## src/rtl/rf_wport_ctrl.sv

```systemverilog
// Purpose : shares the single register-file write port between requester A (core
//           writeback) and requester B (load-return / SoC test). It also sequences
//           a hardware clear of x1..x(2^AW-1), because the file itself has no reset.
// Latency : one cycle. A transfer accepted at edge N is driven on rfwr/rfrd/rfD
//           during cycle N+1.
// Backpressure: valid/ready per requester. The readies are combinational in IDLE.
//           A has priority unless B has been denied STARVE consecutive cycles.
//           Both readies are low during a clear sweep and while reset is asserted.
//
// Ports:
//   clk, rst               clock and asynchronous active-low reset
//   clr_start / clr_busy   clear-sweep request (sampled in IDLE) and sweep-running flag
//   a_valid/a_ready/a_rd/a_d   requester A handshake, index and data
//   b_valid/b_ready/b_rd/b_d   requester B handshake, index and data
//   rfwr/rfrd/rfD          registered write enable, index and data to the register file
module rf_wport_ctrl #(
  parameter int AW     = 5,
  parameter int DW     = 32,
  parameter int STARVE = 4    // legal range 1..15
) (
  input  logic          clk,
  input  logic          rst,
  input  logic          clr_start,
  output logic          clr_busy,
  input  logic          a_valid,
  output logic          a_ready,
  input  logic [AW-1:0] a_rd,
  input  logic [DW-1:0] a_d,
  input  logic          b_valid,
  output logic          b_ready,
  input  logic [AW-1:0] b_rd,
  input  logic [DW-1:0] b_d,
  output logic          rfwr,
  output logic [AW-1:0] rfrd,
  output logic [DW-1:0] rfD
);

  typedef enum logic {ST_IDLE = 1'b0, ST_CLEAR = 1'b1} state_t;

  localparam logic [AW-1:0] FIRST_IDX = {{(AW-1){1'b0}}, 1'b1};
  localparam logic [AW-1:0] LAST_IDX  = {AW{1'b1}};
  localparam logic [3:0]    STARVE_C  = 4'(STARVE);

  state_t        r_state;
  logic [AW-1:0] r_idx;
  logic [3:0]    r_cnt;
  logic          r_rfwr;
  logic [AW-1:0] r_rfrd;
  logic [DW-1:0] r_rfD;

  logic          w_idle;
  logic          w_starved;
  logic          w_a_ready;
  logic          w_b_ready;
  logic          w_a_xfer;
  logic          w_b_xfer;
  logic [AW-1:0] w_sel_rd;
  logic [DW-1:0] w_sel_d;

  assign w_idle    = (r_state == ST_IDLE);
  assign w_starved = (r_cnt == STARVE_C);

  // rst is folded in so the readies read 0 while reset is held, even though the
  // state register already sits at IDLE. A pending clr_start blocks both requesters.
  assign w_a_ready = rst & w_idle & ~clr_start & ~w_starved;
  assign w_b_ready = rst & w_idle & ~clr_start & (w_starved | ~a_valid);

  // The ready terms are mutually exclusive whenever A is valid, so at most one
  // transfer can happen per cycle.
  assign w_a_xfer = a_valid & w_a_ready;
  assign w_b_xfer = b_valid & w_b_ready;
  assign w_sel_rd = w_b_xfer ? b_rd : a_rd;
  assign w_sel_d  = w_b_xfer ? b_d  : a_d;

  always_ff @(posedge clk or negedge rst) begin
    if (!rst) begin
      r_state <= ST_IDLE;
      r_idx   <= FIRST_IDX;
      r_cnt   <= 4'd0;
      r_rfwr  <= 1'b0;
      r_rfrd  <= '0;
      r_rfD   <= '0;
    end else if (r_state == ST_CLEAR) begin
      // Sweep: one zero write per edge. The starve counter is frozen here.
      r_rfwr <= 1'b1;
      r_rfrd <= r_idx;
      r_rfD  <= '0;
      if (r_idx == LAST_IDX) begin
        r_state <= ST_IDLE;
        r_idx   <= FIRST_IDX;
      end else begin
        r_idx <= r_idx + 1'b1;
      end
    end else begin
      // A write to x0 completes its handshake but never asserts the write enable.
      if (w_a_xfer || w_b_xfer) begin
        r_rfwr <= (w_sel_rd != '0);
        r_rfrd <= w_sel_rd;
        r_rfD  <= w_sel_d;
      end else begin
        r_rfwr <= 1'b0;
      end

      // Count consecutive denied B cycles and saturate at STARVE.
      if (!b_valid || w_b_xfer) begin
        r_cnt <= 4'd0;
      end else if (!w_starved) begin
        r_cnt <= r_cnt + 4'd1;
      end

      if (clr_start) begin
        r_state <= ST_CLEAR;
        r_idx   <= FIRST_IDX;
      end
    end
  end

  assign clr_busy = (r_state == ST_CLEAR);
  assign a_ready  = w_a_ready;
  assign b_ready  = w_b_ready;
  assign rfwr     = r_rfwr;
  assign rfrd     = r_rfrd;
  assign rfD      = r_rfD;

endmodule

```

## config.mk

```make
export PLATFORM = sky130hd
export DESIGN_NAME = rf_wport_ctrl
export DESIGN_NICKNAME = d
export VERILOG_FILES = /design/src/rtl/rf_wport_ctrl.sv
export SDC_FILE = /design/constraint.sdc
export NUM_CORES = 1
export LEC_CHECK = 0
export BUFFER_PORTS_ARGS = -buffer_cell sky130_fd_sc_hd__buf_2
export CAP_MARGIN = 20
export CORE_AREA = 5 5 107 69
export CTS_CLUSTER_DIAMETER = 30
export DETAILED_ROUTE_END_ITERATION = 8
export DIE_AREA = 0 0 112 74
export PLACE_DENSITY = 0.77
export SLEW_MARGIN = 20
export SYNTH_ARGS = -nofsm -noshare
export SYNTH_HDL_FRONTEND = slang
export SYNTH_SLANG_ARGS = --single-unit
```

## constraint.sdc

```tcl
create_clock -name clk -period 1.7 [get_ports clk]
set_input_delay 0.255 -clock clk [delete_from_list [all_inputs] [get_ports clk]]
set_output_delay 0.255 -clock clk [all_outputs]
set_load 0.02 [all_outputs]
```

==> results.yml <==
synth:
  syn_inst: 278
  avgSynthCellArea_um2: 9.168
  syn_nets: 361
  yosys-top-cells-area: "dfrtp_1 (46%), a31oi_1 (9.6%), and3_1 (9.3%)"
  yosysTopAreaCell: "dfrtp_1"
  synth_edf_count: 0
  synth-seq-cells: 48
  synthFlopType: "dfrtp_1"
  synthArstFlopShare_pct: 100.0
  netlist_top_cells_count: "dfrtp_1 (47), a31oi_1 (39), and3_1 (38), nand2_1 (38), o21ai_0 (30)"
  synth_area_um2: 2549
  yosysTopAreaCellShare_pct: 46.15
  yosysWarnings: 0
  synth.yosys.seq_area_share_pct: 47.18
  ys_types: 36
  yosysMostFrequentCell: "dfrtp_1"
clock_network:
  clock_path_buffers: 2
  ctsRootBufferMaster: "clkbuf_8"
  ctsHoldBuffers: 0
  htreeDepth: 2
  numCtsBuffers: 5
  clk_latency_ns: 0.30
  cts_sinks: 48
  clk_pin_slew_ns: 0.09
  cts_tree: "done"
cells_and_area:
  regArea_um2: 1202
  diodes: 0
  syn2layout_area_growth_pct: 40.55
  multi_input_area_um2: 1275
  layout-drive-gt1-share_pct: 44.83
  finalNetCount: 488
  postLayoutCoreUtil_pct: 56.33
  nFillCells: 592
floorplan:
  floorplan.die_area_um2: 8288
  core_um2: 6360
  io_pins: 120
  rows: 23
  die_y_um: 74
  die_x_um: 112
  initial_core_util_pct: 40.07
setup_path:
  worstSetupPathType: "reg2out"
  required_ns: 1.44
  crit_top_cell: "buf_6"
  critPathArrivalTime_ns: 1.45
  path_depth: 6
  reg2reg_depth: 8
  startpoint: "r_cnt[0]"
  cp_slowest_stage_delay_ns: 0.40
  r2r-start: "r_cnt[0]"
  path_buf_inv: 3
  crit_chain: "inv_2 -> ha_4 -> nand3b_4 -> buf_6 -> a21oi_4 -> buf_6"
  critPathCapture: "b_ready"
  crit_slowest_cell: "dfrtp_1"
  reg2reg_to: "rfrd[1]"
  startpoint_type: "register"
  r2r_slack_ns: 0.02
  crit_family: "flip-flops"
  crit_path_end_kind: "output port"
  cp_max_fo: 4
grt:
  met2_usage_pct: 30.94
  use_met3_pct: 7.724
  grtUsageTotal_pct: 19.31
  overflow: 0
  antenna_found_initial: 0
  grt_first_pass_wirelength_um: 13030
  busiest_layer: "met2"
  grt_max_degree: 49
  use_met1_pct: 25.14
  grt_pass1_vias: 2748
power:
  power_frac_comb_pct: 36.7
  finalPower_mw: 3.751
  swShare_pct: 34.09
  p_clk_share_pct: 23.1
  p_seq_share_pct: 40.2
  vdd_drop_max_mv: 0.5467
  p_leak_nw: 1.888
  p_int_mw: 2.473
  switchingPower_mw: 1.279
  powerDensity_nw_per_um2: 1047
drt:
  vias: 2689
  wl_um: 8528
  drtAntennaViolNets: 0
  drc_errors: 0
  drt-initial-drc-count: 192
  wl_per_cell_um: 17.30
  drtPass1Iterations: 4
  via_per_inst: 5.454
status:
  status: "finished with violations"
  violations: "setup timing"
timing:
  min_period_ns: 1.701
  tightest_slew_ns: 0.6005
  rsz0062_at_grt: "yes"
  finClkSkew_ns: 0.01038
  period_share_pct: 100.1
  relSlewSlack_pct: 59.97
  slew_violations: 0
  setup_viol: 1
  hold_viol: 0
  whs_ns: 0.1151
  fmax_mhz: 587.9
  setup_ws_ns: -0.0009728
  fin_setup_tns_ns: -0.0009728
placement:
  routabilityCongestion: 0.8422
  dp_hpwl_um: 6123
  dpl_worst_slack_ns: -0.1011
  portBuffers: 119
worst_hold_path:
  hold_path_class: "in2async"
job:
  cap_violations: 0
[flip-flops by register name, indices dropped and copies added, names as in the netlist]
register,count
r_idx,5
clr_busy,1
rfwr,1
rfD,32
r_cnt,4
rfrd,5
[placed cells by master, fill, tap and decap left out, types with 3 or more instances in the layout]
master,synthesis,final
inv_1,6,4
a31oi_1,39,37
buf_4,0,19
clkbuf_8,0,6
nand2_2,0,8
a22oi_1,5,5
nand2_1,38,29
o21ai_0,30,15
buf_6,5,11
ha_1,4,3
dfrtp_1,47,47
o21ai_2,0,3
and3_1,38,38
or4_1,3,3
o21ai_1,10,22
buf_2,5,117
[worst register-to-register path, stage by stage, from the launching register on]
cell      delay (ns)
dfrtp_1         0.40
inv_2           0.08
ha_4            0.16
nand3b_4        0.11
buf_6           0.14
a221oi_4        0.30
buf_6           0.23
a22oi_1         0.10
o21ai_1         0.09
[cell type report]
class	count	area share (%)
sequential	48	33.57
multi-input combinational	197	35.59
clock buffer	6	2.305
tap	87	3.039
inverter	6	0.6287
clock inverter	2	1.083
timing repair buffer	147	23.79
[power groups by stage]
stage	registers, mW	clock network [mW]	logic (mW)
detailed placement	1.52	0	1.15
global route	1.54	0.931	1.49
CTS	1.50	0.883	1.28
finish	1.51	0.866	1.38
global placement	1.52	0	1.11
floorplan	1.61	0	0.629
[through the flow]
stage / instances / cell area, um^2
6_report: 493 / 3582
3_5_place_dp: 477 / 3262
2_1_floorplan: 278 / 2555
4_1_cts: 490 / 3461
5_1_grt: 493 / 3582
3_3_place_gp: 477 / 3262
[cells by family (layout without fill, tap and decap cells)]
group	after synthesis	after routing	synth area share, %
muxes	1	1	0.4418
AOI/OAI and AO/OA	96	96	23.37
buffers and inverters	33	161	6.676
adders and majority gates	4	4	1.964
xor gates and xnor gates	2	2	0.6874
DFF	48	48	47.18
and+or+nand+nor	94	94	19.69
[worst min path at each step]
stage	startpoint	to	cells past startpoint
after global placement	rst	rfD[6]	2
final	rst	rfrd[4]	2
after floorplan	rst	clr_busy	0
after global routing	rst	rfD[19]	2
after CTS	rst	rfD[8]	2
after detailed placement	rst	rfrd[4]	2
[metal layers]
metal  share of wire, %  vias up
li1                   -     1274
met1                 44     1296
met2                 46      109
met3                9.5       10
met4                1.3        0
met5                  0        -
[timing repair]
action	4_1_cts	5_1_grt
gates resized for setup	11	44
setup endpoints to repair	40	42
buffers inserted	6	1
gates cloned	0	2
pin swaps	4	11
(Power assumes the default switching activity.)
